--- config.mk ---
export PLATFORM = sky130hd
export DESIGN_NAME = spi_slave_rx_flat
export DESIGN_NICKNAME = d
export VERILOG_FILES = /design/src/rtl/spi_slave_rx_pkg.sv /design/src/rtl/spi_slave_rx_if.sv /design/src/rtl/spi_slave_rx_sync.sv /design/src/rtl/spi_slave_rx.sv /design/src/flat_wrapper.sv
export SDC_FILE = /design/constraint.sdc
export NUM_CORES = 1
export LEC_CHECK = 0
export ABC_AREA = 1
export BUFFER_PORTS_ARGS = -buffer_cell sky130_fd_sc_hd__buf_2
export CELL_PAD_IN_SITES_DETAIL_PLACEMENT = 1
export CELL_PAD_IN_SITES_GLOBAL_PLACEMENT = 1
export CORE_MARGIN = 8
export CORE_UTILIZATION = 40
export DETAILED_ROUTE_END_ITERATION = 12
export PLACE_DENSITY_LB_ADDON = 0.1
export SYNTH_ARGS = -nofsm -noshare
export SYNTH_HDL_FRONTEND = slang
export SYNTH_SLANG_ARGS = --single-unit
export TNS_END_PERCENT = 1
--- constraint.sdc ---
create_clock -name clk -period 1.7 [get_ports clk]
set_input_delay 0.085 -clock clk [delete_from_list [all_inputs] [get_ports clk]]
set_output_delay 0.085 -clock clk [all_outputs]
set_load 0.01 [all_outputs]
--- src/rtl/spi_slave_rx_pkg.sv ---
// Shared constants and types for the SPI slave receiver.
//  SPI_WORD_W       default word width (MSB first)
//  SPI_SYNC_STAGES  default synchronizer depth per pin
//  SPI_CPOL/CPHA    the only supported mode (mode 0)
//  spi_state_e      receiver FSM states
package spi_slave_rx_pkg;

   localparam int unsigned SPI_WORD_W      = 16;
   localparam int unsigned SPI_SYNC_STAGES = 2;

   localparam logic SPI_CPOL = 1'b0;
   localparam logic SPI_CPHA = 1'b0;

   typedef enum logic {
      StIdle,
      StActive
   } spi_state_e;

endpackage

--- src/rtl/spi_slave_rx_if.sv ---
// Bundles the SPI pins and the received-word valid/ready port of spi_slave_rx.
//  spi_clk/spi_cs/spi_mosi  pins from the SPI master (async to clk)
//  spi_miso                 serial response to the master
//  rx_data/rx_valid/rx_ready received-word handshake
//  tx_data                  response word, sampled at each word start
//  rx_overrun/frame_err     single-cycle error pulses
// Modport slave is the receiver's view, master is the environment's view.
interface spi_slave_rx_if
   import spi_slave_rx_pkg::*;
#(
   parameter int unsigned WORD_W = SPI_WORD_W
);

   logic              spi_clk;
   logic              spi_cs;
   logic              spi_mosi;
   logic              spi_miso;
   logic [WORD_W-1:0] rx_data;
   logic              rx_valid;
   logic              rx_ready;
   logic [WORD_W-1:0] tx_data;
   logic              rx_overrun;
   logic              frame_err;

   modport slave (
      input  spi_clk, spi_cs, spi_mosi, rx_ready, tx_data,
      output spi_miso, rx_data, rx_valid, rx_overrun, frame_err
   );

   modport master (
      output spi_clk, spi_cs, spi_mosi, rx_ready, tx_data,
      input  spi_miso, rx_data, rx_valid, rx_overrun, frame_err
   );

endinterface

--- src/rtl/spi_slave_rx_sync.sv ---
// Multi-flop synchronizer for one asynchronous input bit.
//  clk    system clock
//  reset  synchronous active-high reset; all stages load IDLE_VAL
//  i_d    asynchronous input
//  o_q    synchronized output (last stage)
module spi_slave_rx_sync #(
   parameter int unsigned STAGES   = 2,
   parameter logic        IDLE_VAL = 1'b0
) (
   input  logic clk,
   input  logic reset,
   input  logic i_d,
   output logic o_q
);

   logic [STAGES-1:0] r_sync;

   always_ff @(posedge clk) begin
      if (reset) begin
         r_sync <= {STAGES{IDLE_VAL}};
      end else begin
         r_sync <= {r_sync[STAGES-2:0], i_d};
      end
   end

   assign o_q = r_sync[STAGES-1];

endmodule

--- src/rtl/spi_slave_rx.sv ---
// SPI mode-0 slave receiver. Oversamples SCLK/CS/MOSI on clk, assembles MSB-first words and
// offers them on a valid/ready port; shifts a response word out on MISO.
//  clk     system clock (>= 4x SCLK)
//  reset   synchronous active-high reset
//  io_bus  spi_slave_rx_if.slave: SPI pins, rx word handshake, tx word, error pulses
module spi_slave_rx
   import spi_slave_rx_pkg::*;
#(
   parameter int unsigned WORD_W      = SPI_WORD_W,
   parameter int unsigned SYNC_STAGES = SPI_SYNC_STAGES
) (
   input  logic           clk,
   input  logic           reset,
   spi_slave_rx_if.slave  io_bus
);

   localparam int unsigned     CNT_W    = $clog2(WORD_W) + 1;
   localparam logic [CNT_W-1:0] CNT_FULL = CNT_W'(WORD_W);

   logic w_sclk_s;
   logic w_cs_s;
   logic w_mosi_s;

   spi_slave_rx_sync #(.STAGES(SYNC_STAGES), .IDLE_VAL(1'b0)) u_sync_sclk (
      .clk   (clk),
      .reset (reset),
      .i_d   (io_bus.spi_clk),
      .o_q   (w_sclk_s)
   );

   spi_slave_rx_sync #(.STAGES(SYNC_STAGES), .IDLE_VAL(1'b1)) u_sync_cs (
      .clk   (clk),
      .reset (reset),
      .i_d   (io_bus.spi_cs),
      .o_q   (w_cs_s)
   );

   spi_slave_rx_sync #(.STAGES(SYNC_STAGES), .IDLE_VAL(1'b0)) u_sync_mosi (
      .clk   (clk),
      .reset (reset),
      .i_d   (io_bus.spi_mosi),
      .o_q   (w_mosi_s)
   );

   // Delayed copies for edge detection, plus a fill-with-ones shift register that marks when the
   // synchronizers hold real pin values rather than their reset idle levels.
   logic                 r_sclk_d;
   logic                 r_cs_d;
   logic [SYNC_STAGES:0] r_settle;

   always_ff @(posedge clk) begin
      if (reset) begin
         r_sclk_d <= 1'b0;
         r_cs_d   <= 1'b1;
         r_settle <= '0;
      end else begin
         r_sclk_d <= w_sclk_s;
         r_cs_d   <= w_cs_s;
         r_settle <= {r_settle[SYNC_STAGES-1:0], 1'b1};
      end
   end

   logic w_sclk_rise;
   logic w_sclk_fall;
   logic w_cs_rise;
   logic w_cs_fall;

   assign w_sclk_rise = w_sclk_s & ~r_sclk_d;
   assign w_sclk_fall = ~w_sclk_s & r_sclk_d;
   assign w_cs_rise   = w_cs_s & ~r_cs_d;
   // A CS held low through reset shows up as a 1->0 step once the synchronizer flushes its
   // idle value; masking until settled makes the slave wait for a genuine high-then-low.
   assign w_cs_fall   = ~w_cs_s & r_cs_d & r_settle[SYNC_STAGES];

   spi_state_e        r_state;
   logic [CNT_W-1:0]  r_bit_cnt;
   logic [WORD_W-1:0] r_rx_shift;
   logic [WORD_W-1:0] r_tx_shift;
   logic [WORD_W-1:0] r_rx_data;
   logic              r_rx_valid;
   logic              r_spi_miso;
   logic              r_rx_overrun;
   logic              r_frame_err;
   logic              w_word_done;

   // Counter sits at WORD_W for exactly one cycle after the last rising edge.
   assign w_word_done = (r_bit_cnt == CNT_FULL);

   always_ff @(posedge clk) begin
      if (reset) begin
         r_state      <= StIdle;
         r_bit_cnt    <= '0;
         r_rx_shift   <= '0;
         r_tx_shift   <= '0;
         r_rx_data    <= '0;
         r_rx_valid   <= 1'b0;
         r_spi_miso   <= 1'b0;
         r_rx_overrun <= 1'b0;
         r_frame_err  <= 1'b0;
      end else begin
         r_rx_overrun <= 1'b0;
         r_frame_err  <= 1'b0;
         if (r_rx_valid && io_bus.rx_ready) begin
            r_rx_valid <= 1'b0;
         end

         unique case (r_state)
            StIdle: begin
               if (w_cs_fall) begin
                  r_state    <= StActive;
                  r_bit_cnt  <= '0;
                  r_tx_shift <= io_bus.tx_data;
                  r_spi_miso <= io_bus.tx_data[WORD_W-1];
               end
            end

            StActive: begin
               if (w_word_done) begin
                  // Loading here overrides the handshake clear above, keeping rx_valid high.
                  if (!r_rx_valid || io_bus.rx_ready) begin
                     r_rx_data  <= r_rx_shift;
                     r_rx_valid <= 1'b1;
                  end else begin
                     r_rx_overrun <= 1'b1;
                  end
                  r_bit_cnt  <= '0;
                  r_tx_shift <= io_bus.tx_data;
               end

               if (w_cs_rise) begin
                  r_state    <= StIdle;
                  r_bit_cnt  <= '0;
                  r_spi_miso <= 1'b0;
                  if (r_bit_cnt != '0 && !w_word_done) begin
                     r_frame_err <= 1'b1;
                  end
               end else if (!w_word_done) begin
                  if (w_sclk_rise) begin
                     r_rx_shift <= {r_rx_shift[WORD_W-2:0], w_mosi_s};
                     r_bit_cnt  <= r_bit_cnt + CNT_W'(1);
                  end
                  if (w_sclk_fall) begin
                     // The fall right after a word boundary presents the freshly loaded MSB
                     // instead of shifting past it.
                     if (r_bit_cnt == '0) begin
                        r_spi_miso <= r_tx_shift[WORD_W-1];
                     end else begin
                        r_tx_shift <= r_tx_shift << 1;
                        r_spi_miso <= r_tx_shift[WORD_W-2];
                     end
                  end
               end
            end

            default: r_state <= StIdle;
         endcase
      end
   end

   assign io_bus.spi_miso   = r_spi_miso;
   assign io_bus.rx_data    = r_rx_data;
   assign io_bus.rx_valid   = r_rx_valid;
   assign io_bus.rx_overrun = r_rx_overrun;
   assign io_bus.frame_err  = r_frame_err;

endmodule
--- src/flat_wrapper.sv ---
// flat-port wrapper written by rule: the top's interface ports become plain ports
module spi_slave_rx_flat import spi_slave_rx_pkg::*;
#(
   parameter int unsigned WORD_W      = SPI_WORD_W,
   parameter int unsigned SYNC_STAGES = SPI_SYNC_STAGES
)
  (clk, reset, io_bus_spi_clk, io_bus_spi_cs, io_bus_spi_mosi, io_bus_rx_ready, io_bus_tx_data, io_bus_spi_miso, io_bus_rx_data, io_bus_rx_valid, io_bus_rx_overrun, io_bus_frame_err);
  spi_slave_rx_if #(.WORD_W(WORD_W)) io_bus_i ();
  input  logic clk;
  input  logic reset;
  input wire logic [$bits(io_bus_i.spi_clk)-1:0] io_bus_spi_clk;
  input wire logic [$bits(io_bus_i.spi_cs)-1:0] io_bus_spi_cs;
  input wire logic [$bits(io_bus_i.spi_mosi)-1:0] io_bus_spi_mosi;
  input wire logic [$bits(io_bus_i.rx_ready)-1:0] io_bus_rx_ready;
  input wire logic [$bits(io_bus_i.tx_data)-1:0] io_bus_tx_data;
  output wire logic [$bits(io_bus_i.spi_miso)-1:0] io_bus_spi_miso;
  output wire logic [$bits(io_bus_i.rx_data)-1:0] io_bus_rx_data;
  output wire logic [$bits(io_bus_i.rx_valid)-1:0] io_bus_rx_valid;
  output wire logic [$bits(io_bus_i.rx_overrun)-1:0] io_bus_rx_overrun;
  output wire logic [$bits(io_bus_i.frame_err)-1:0] io_bus_frame_err;
  assign io_bus_i.spi_clk = io_bus_spi_clk;
  assign io_bus_i.spi_cs = io_bus_spi_cs;
  assign io_bus_i.spi_mosi = io_bus_spi_mosi;
  assign io_bus_i.rx_ready = io_bus_rx_ready;
  assign io_bus_i.tx_data = io_bus_tx_data;
  assign io_bus_spi_miso = io_bus_i.spi_miso;
  assign io_bus_rx_data = io_bus_i.rx_data;
  assign io_bus_rx_valid = io_bus_i.rx_valid;
  assign io_bus_rx_overrun = io_bus_i.rx_overrun;
  assign io_bus_frame_err = io_bus_i.frame_err;
  spi_slave_rx #(.WORD_W(WORD_W), .SYNC_STAGES(SYNC_STAGES)) u_core (.clk(clk), .reset(reset), .io_bus(io_bus_i));
endmodule
; ---- Word-level counts from Yosys, hierarchy flattened
; Cells that the tools add are included.
[word_totals]
ff_bits = 69
wordCells = 74
[op_classes]
add_sub_neg = 1
n_eq_ne = 4
n_mux = 29
bitwise_logic = 12
reduce_logical = 12
[ops]
columns = op, count
row1 = $mux W16, 6
row2 = $pmux W16 S2, 1
row3 = $mux W5, 5
row4 = $mux W1, 14
row5 = $pmux W5 S2, 1
row6 = $not A1 Y1, 7
row7 = $reduce_and A3 Y1, 2
row8 = $reduce_or A3 Y1, 2
row9 = $add A5 B1 Y5 const B, 1
row10 = $and A1 B1 Y1, 5
row11 = $eq A5 B5 Y1 const B, 1
row12 = $logic_not A5 Y1, 1
row13 = $reduce_bool A5 Y1, 1
row14 = $pmux W1 S2, 2
row15 = $reduce_and A4 Y1, 1
row16 = $ne A3 B1 Y1 const B, 1
row17 = $ne A3 B2 Y1 const B, 1
row18 = $logic_and A1 B1 Y1, 2
row19 = $logic_not A1 Y1, 2
row20 = $ne A2 B1 Y1 const B, 1
row21 = $logic_or A1 B1 Y1, 1

; ---- Depth between registers and ports, before layout
; Gate-level depths: netlist (run 1).
[depth]
ltp_word = 7
depth_mapped = 10
mapped_depth_nobuf = 9

; ---- Cells and area by module
; From an unflattened synthesis (run 1), not the netlist that was laid out.
[unflattened]
hier_cells = 417
hier_area_um2 = 3074.2
[by_module_without_submodules]
columns = mod, instances, cells_each, area_each_um2, seq_area_each_um2
row1 = spi_slave_rx, 1, 398, 2905.3, 1261.2
row2 = spi_slave_rx_sync (u_core.u_sync_mosi ...), 2, 6, 55.1, 40.0
row3 = spi_slave_rx_sync (u_core.u_sync_cs), 1, 7, 58.8, 40.0

; ---- Worst setup path before layout (run 1)
; OpenSTA, ideal clock, no wires.
[synth_path]
kind = register to register
start = register u_core.r_bit_cnt[0]
end = register u_core.r_tx_shift[10]
setup_ns = 0.112
arrival_ns = 1.317
t_required_ns = 1.588
path_slack_ns = 0.271
path_stages_with_launch = 11
period_less_slack_ns = 1.429
cell_sequence = dfxtp_1 -> inv_1 -> ha_1 -> nand3_2 -> nand2_1 -> inv_2 -> buf_6 -> buf_6 -> nand3_1 -> nand2_1 -> nand2_1
[synth_via]
elab_chain_len = 7
[synth_lines]
columns = element, line
row1 = from (decl), spi_slave_rx.sv:76  ; logic [CNT_W-1:0] r_bit_cnt;
row2 = from (signal assigned), spi_slave_rx.sv:140  ; r_bit_cnt <= r_bit_cnt + CNT_W'(1);
row3 = $eq A5 B5 Y1, spi_slave_rx.sv:87  ; assign w_word_done = (r_bit_cnt == CNT_FULL);
row4 = $mux W16, spi_slave_rx.sv:118  ; if (w_word_done) begin
row5 = $mux W16, spi_slave_rx.sv:145  ; if (r_bit_cnt == '0) begin
row6 = $mux W16, spi_slave_rx.sv:142  ; if (w_sclk_fall) begin
row7 = $mux W16, spi_slave_rx.sv:137  ; end else if (!w_word_done) begin
row8 = $mux W16 *, spi_slave_rx.sv:130  ; if (w_cs_rise) begin
row9 = $pmux W16 S2 *, spi_slave_rx.sv:107  ; unique case (r_state)
row10 = to (signal assigned), spi_slave_rx.sv:112  ; r_tx_shift <= io_bus.tx_data;
row11 = to (signal assigned), spi_slave_rx.sv:127  ; r_tx_shift <= io_bus.tx_data;
row12 = to (signal assigned), spi_slave_rx.sv:148  ; r_tx_shift <= r_tx_shift << 1;
row13 = to (decl), spi_slave_rx.sv:78  ; logic [WORD_W-1:0] r_tx_shift;
; Every way passes the cells marked *; elsewhere a longest branch is shown, timed or not.
; A chain may end at the register's enable or synchronous reset.

; ---- Final worst setup path (run 1)
[layout_path]
start = register u_core.r_bit_cnt[1]
end = register u_core.r_tx_shift[4]
; The elaborated chain is that of the path after synthesis.

==> results_dict.tcl, run 1 <==
set metrics [dict create \
    status "complete, no violations" \
    cp_max_fo 29 \
    synth_area_leaders "dfxtp_1, nand2_1, nor2_1" \
    grt_max_degree 30 \
    cp.arrival_ps 1780 \
    ys_seq_elements 69 \
    synth_top_area_cell "dfxtp_1" \
    syn_inst 411 \
    area_delta_synth_final_pct 19.3 \
    avgRoutedWirePerCell_um 13.6 \
    antenna_left 0 \
    diodes 0 \
    slew_violations 0 \
    yosysUniqueCellTypes 26 \
    powerDensity_mw_per_mm2 863 \
    insertion_delay_ps 350 \
    endpoint_kind "register" \
    yosysSeqAreaShare_pct 46.6 \
    fin_crit_ps 1530 \
    dr.pass1.iters 4 \
    worstReg2RegStart "u_core.r_bit_cnt[1]" \
    timing.fmax_mhz 653 \
    maxSlewHeadroom_pct 75.4 \
    drc 0 \
    clock-sinks 69 \
    peakVddDrop_mv 0.353 \
    drive_gt1_share_pct 19.3 \
    core_area_mm2 0.00721 \
    crit_path_start "u_core.r_bit_cnt[1]" \
    synth_warnings 0 \
    rr_worst_depth 10 \
    synth_fp_nets 435 \
    setup_viol 0 \
    first_iter_violations 60 \
    cts_tree "yes" \
    clockBufferDepth 2 \
    max_slew.worst_pin.slew_ps 369 \
    clock_skew_ps 12.8 \
    die_h_um 102 \
    start_util_pct 41.1 \
    grt_setup_unrepaired "false" \
    reg2reg_slack_ps 170 \
    yosysTopAreaCellShare_pct 46.6 \
    antenna_found_initial 0 \
    grt.total_usage_pct 16.0 \
    routed-via-count 2798 \
    fin_ws_ps 168 \
    routed_wl_mm 7.67 \
    portBuffers 41 \
    power_w 0.00305 \
    postSynthAreaPerCell_um2 7.21 \
    clock-root-buffer "clkbuf_8" \
    maxCapViolCount 0 \
    die_w_um 102 \
    worstPathRequired_ps 1950 \
    hold_class "primary input to register" \
    place.gp.congestion 0.807 \
    post-place-ws_ps -44.8 \
    path_clk_slew_ps 80 \
    pin_count 42 \
    htreeDepth 3 \
    dp_hpwl_mm 5.20 \
    start_kind "register" \
    grt_overflow 0 \
    worstSetupEndpoint "u_core.r_tx_shift[4]" \
    cts_buffers 9 \
    via_per_inst 4.94 \
    first_global_vias 2965 \
    fin_nets 486 \
    crit_type "register to register" \
    fp.dieArea_mm2 0.0104 \
    reg2reg_to "u_core.r_tx_shift[4]" \
    netlist_area_mm2 0.00296 \
    fillCellCount 954 \
    rows 31 \
    grt_pass1_wl_mm 13.5 \
    finalCritPeriodShare_pct 90.1 \
    finalHoldViolations 0 \
    leakagePower_nw 1.48 \
]
cell type report:
cell class                      count  area, µm²  area share, %
Multi-Input combinational cell    293       1350           38.1
Inverter                           30        123           3.47
Clock inverter                      6       45.0           1.27
Timing Repair Buffer               59        378           10.7
Clock buffer                       10        138           3.89
Tap cell                           99        124           3.50
Sequential cell                    69       1380           39.1
what timing repair did:
| action | CTS | global route |
|---|---|---|
| endpoints found under the hold margin | 7 | 0 |
| setup buffers | 0 | 1 |
| gates resized for setup | 1 | 11 |
| endpoints found under the setup margin | 16 | 46 |
| hold buffers | 5 | 0 |
| pin swaps | 0 | 0 |
critical path: stages, from the launching register on:
cell and delay, ps:
dfxtp_1 340, inv_1 90, ha_2 250, nand3_2 110
nand2_1 130, inv_2 60, buf_12 160, nor2_1 130
nor2_1 60, nand2_1 70, nand2_1 40
logic make-up after synthesis:
kind of cell               share of synthesized area (%)
DFF                                                 46.6
AOI/OAI and AO/OA                                   6.42
buffers and inverters                               8.23
xor gates and xnor gates                            1.18
adders and majority gates                          0.844
and+or+nand+nor                                     36.7
where the power goes:
group          leakage [nW]  total (W)  switching [W]  internal (W)
sequential            0.558    0.00164     0.00000932       0.00163
clock                0.0853    0.00125       0.000676      0.000576
combinational         0.839   0.000157      0.0000930     0.0000639
layer usage:
layer | vias up | global-route usage, % | share of wire, %
li1 | 1409 | - | -
met1 | 1345 | 17.9 | 45
met2 | 34 | 28.2 | 50
met3 | 10 | 4.36 | 3.5
met4 | 0 | 6.09 | 1.5
met5 | - | 0 | 0
stage by stage:
stage                     hold slack, ps  cells  area (µm²)  TNS, ps  utilization (%)
after floorplan                      189    411        2960        0                -
after global placement               283    544        3270        0             45.3
after detailed placement             287    544        3270     -539             45.3
after CTS                           29.2    565        3500        0             48.5
after global routing                66.5    566        3530        0             49.0
final                               39.4    566        3530        0             49.0
Yosys cell counts, drive strengths merged:
cell type / n
buf: 12
nand2: 102
ha: 2
nand3: 55
nor2: 82
nor3: 3
o21ai: 19
a21oi: 19
nand4: 4
nor4: 1
dfxtp: 69
xor2: 4
clkinv: 1
or2: 2
clkbuf: 7
inv: 29
registers in the layout (all words and copies together) (netlist names):
| name | count |
|---|---|
| u_core.u_sync_mosi.r_sync | 2 |
| u_core.r_sclk_d | 1 |
| u_core.u_sync_cs.r_sync | 2 |
| u_core.io_bus.spi_miso | 1 |
| u_core.io_bus.rx_overrun | 1 |
| u_core.r_tx_shift | 16 |
| u_core.r_settle | 3 |
| u_core.io_bus.rx_data | 16 |
| u_core.io_bus.rx_valid | 1 |
| u_core.r_rx_shift | 16 |
| u_core.io_bus.frame_err | 1 |
| u_core.r_cs_d | 1 |
| u_core.u_sync_sclk.r_sync | 2 |
| u_core.r_state | 1 |
| u_core.r_bit_cnt | 5 |
cell usage in the layout, fill, tap and decap left out, types with 5 or more instances in the layout:
cell / count
a21oi_1: 19
buf_2: 41
buf_4: 11
clkbuf_8: 10
dfxtp_1: 69
dlygate4sd3_1: 5
inv_1: 24
nand2_1: 99
nand3_1: 53
nor2_1: 77
o21ai_0: 12
o21ai_1: 6
worst min path at each step:
stage                     cells after the start               start                          to  slack [ps]
after global routing                          5  io_bus_tx_data[14]       u_core.r_tx_shift[14]          70
after detailed placement                      2       io_bus_spi_cs  u_core.u_sync_cs.r_sync[0]         290
after CTS                                     5   io_bus_tx_data[8]        u_core.r_tx_shift[8]          30
after floorplan                               1       io_bus_spi_cs  u_core.u_sync_cs.r_sync[0]         190
final                                         5   io_bus_tx_data[8]        u_core.r_tx_shift[8]          40
after global placement                        2       io_bus_spi_cs  u_core.u_sync_cs.r_sync[0]         280
Power figures use the tool's default switching activity.
==> run 2: changes to the inputs <==
--- a/config.mk
+++ b/config.mk
@@ -6,12 +6,12 @@
 export NUM_CORES = 1
 export LEC_CHECK = 0
 export ABC_AREA = 1
-export BUFFER_PORTS_ARGS = -buffer_cell sky130_fd_sc_hd__buf_2
 export CELL_PAD_IN_SITES_DETAIL_PLACEMENT = 1
 export CELL_PAD_IN_SITES_GLOBAL_PLACEMENT = 1
 export CORE_MARGIN = 8
 export CORE_UTILIZATION = 40
 export DETAILED_ROUTE_END_ITERATION = 12
+export DONT_BUFFER_PORTS = 1
 export PLACE_DENSITY_LB_ADDON = 0.1
 export SYNTH_ARGS = -nofsm -noshare
 export SYNTH_HDL_FRONTEND = slang
==> run 2 against run 1 <==
Compared with the run above: clock skew is 9.4 ps lower; wire length fell by 1.1%; worst hold slack worse by 34 ps; first-iteration DRC count is 13% higher; fmax shrank 2.2%; register-to-register slack got worse by 30 ps; global-route usage shrank 0.40 points; critical path type unchanged; critical endpoint is now u_core.r_rx_shift[1]; largest cell class unchanged; highest routed layer unchanged.
==> results_dict.tcl, run 2 (synthesis results as in run 1) <==
set metrics [dict create \
    crit_buf_inv 2 \
    grt.total_usage_pct 15.6 \
    fin_ws_ps 134 \
    final_cell_mix "nand2_1, nor2_1, dfxtp_1, nand3_1, inv_1" \
    first_iter_violations 68 \
    peakVddDrop_mv 0.359 \
    rows 31 \
    cts_buffers 9 \
    mostFrequentLayoutCell "nand2_1" \
    drive_gt1_share_pct 10.3 \
    first_global_vias 2692 \
    clock-root-buffer "clkbuf_8" \
    core_area_mm2 0.00721 \
    final_util_pct 48.2 \
    portBuffers 0 \
    worst_path_largest_cell_delay_ps 340 \
    hold_class "primary input to register" \
    die_h_um 102 \
    antenna_left 0 \
    setup_viol 0 \
    finalCritPeriodShare_pct 92.1 \
    antenna_found_initial 0 \
    slew_violations 0 \
    place.gp.congestion 0.772 \
    cp.arrival_ps 1820 \
    dp_hpwl_mm 4.97 \
    fp.dieArea_mm2 0.0104 \
    timing.fmax_mhz 638 \
    leakagePower_nw 1.34 \
    fin_nets 458 \
    die_w_um 102 \
    max_slew.worst_pin.slew_ps 1150 \
    avgRoutedWirePerCell_um 14.1 \
    fin_crit_ps 1570 \
    drc 0 \
    clock_skew_ps 3.34 \
    worstPathRequired_ps 1950 \
    path_clk_slew_ps 70 \
    finalHoldViolations 0 \
    diodes 0 \
    slowest_stage "dfxtp_1" \
    grt_pass1_wl_mm 12.9 \
    powerDensity_mw_per_mm2 895 \
    maxSlewHeadroom_pct 22.8 \
    path_delay_family "simple AND/OR/NAND/NOR gates" \
    routed_wl_mm 7.59 \
    insertion_delay_ps 340 \
    grt_max_degree 30 \
    fin_area_mm2 0.00348 \
    cp_max_fo 19 \
    start_util_pct 41.1 \
    htreeDepth 3 \
    crit_type "register to register" \
    cp_cell_sequence "inv_1 > ha_2 > nand3_2 > nand2_1 > clkinv_4 > nand2_8 > nand2_1 > a21oi_1" \
    pin_count 42 \
    clock-sinks 69 \
    via_per_inst 4.89 \
    endpoint_kind "register" \
    maxCapViolCount 0 \
    cpMostUsedCell "nand2_1" \
    clockBufferDepth 2 \
    grt_overflow 0 \
    dr.pass1.iters 4 \
    dpl_cell_area_mm2 0.00305 \
    area_delta_synth_final_pct 17.5 \
    cts_tree "yes" \
    post-place-ws_ps 28.2 \
    status "complete, no violations" \
    start_kind "register" \
    routed-via-count 2629 \
]
## run 2: cell count changes in the layout (fill, tap and decap cells not counted), moves of 2 or more
cell | before | now
inv_6 | 2 | 0
clkbuf_1 | 0 | 2
clkinvlp_4 | 3 | 1
dlygate4sd3_1 | 5 | 19
buf_2 | 41 | 0
## run 2: timing repair
item	in CTS	in global routing
hold buffers	19	0
resized for setup	0	15
endpoints found under the setup margin	0	37
endpoints found under the hold margin	44	0
buffers inserted	0	1
## run 2: metrics by stage
stage | power (W) | instances | setup TNS [ps] | hold WS, ps
floorplan | 0.00177 | 411 | 0 | 189
global route | 0.00325 | 538 | -37.2 | 32.3
CTS | 0.00315 | 537 | 0 | 3.65
finish | 0.00311 | 538 | 0 | 5.75
detailed placement | 0.00179 | 502 | 0 | 165
global placement | 0.00179 | 502 | 0 | 163
## run 2: layer usage
layer / up-vias / track usage (%) / share of wire (%)
met2: 33 / 26.0 / 48
met3: 13 / 3.61 / 4.0
met4: 0 / 6.77 / 1.5
li1: 1345 / - / -
met1: 1238 / 18.8 / 47
met5: - / 0 / 0
## run 2: area by class of cell
| cell class | count | area, µm² |
|---|---|---|
| Clock buffer | 12 | 145 |
| Clock inverter | 4 | 47.5 |
| Fill cell | 946 | 3730 |
| Inverter | 30 | 125 |
| Multi-Input combinational cell | 293 | 1350 |
| Sequential cell | 69 | 1380 |
| Tap cell | 99 | 124 |
| Timing Repair Buffer | 31 | 305 |
## run 2: tightest hold or removal path, cell delays in order
cell,delay [ps]
nor2_1,30
inv_1,120
nor3_1,60
## run 2: path summary, 6_finish.rpt
| path | from | end | slack, ps | cells after the start |
|---|---|---|---|---|
| setup / recovery | u_core.r_bit_cnt[0] | u_core.r_rx_shift[1] | 130 | 8 |
| hold / removal | io_bus_rx_ready | u_core.io_bus.rx_overrun | 6 | 3 |
| setup reg to reg | u_core.r_bit_cnt[0] | u_core.r_rx_shift[1] | 130 | 8 |
| hold reg to reg | u_core.u_sync_mosi.r_sync[0] | u_core.u_sync_mosi.r_sync[1] | 400 | 2 |
## run 2: power by group
group / internal [W] / total, W / switching (W)
registers: 0.00163 / 0.00164 / 0.00000983
logic: 0.0000670 / 0.000157 / 0.0000899
clock network: 0.000714 / 0.00131 / 0.000599
total: 0.00242 / 0.00311 / 0.000698
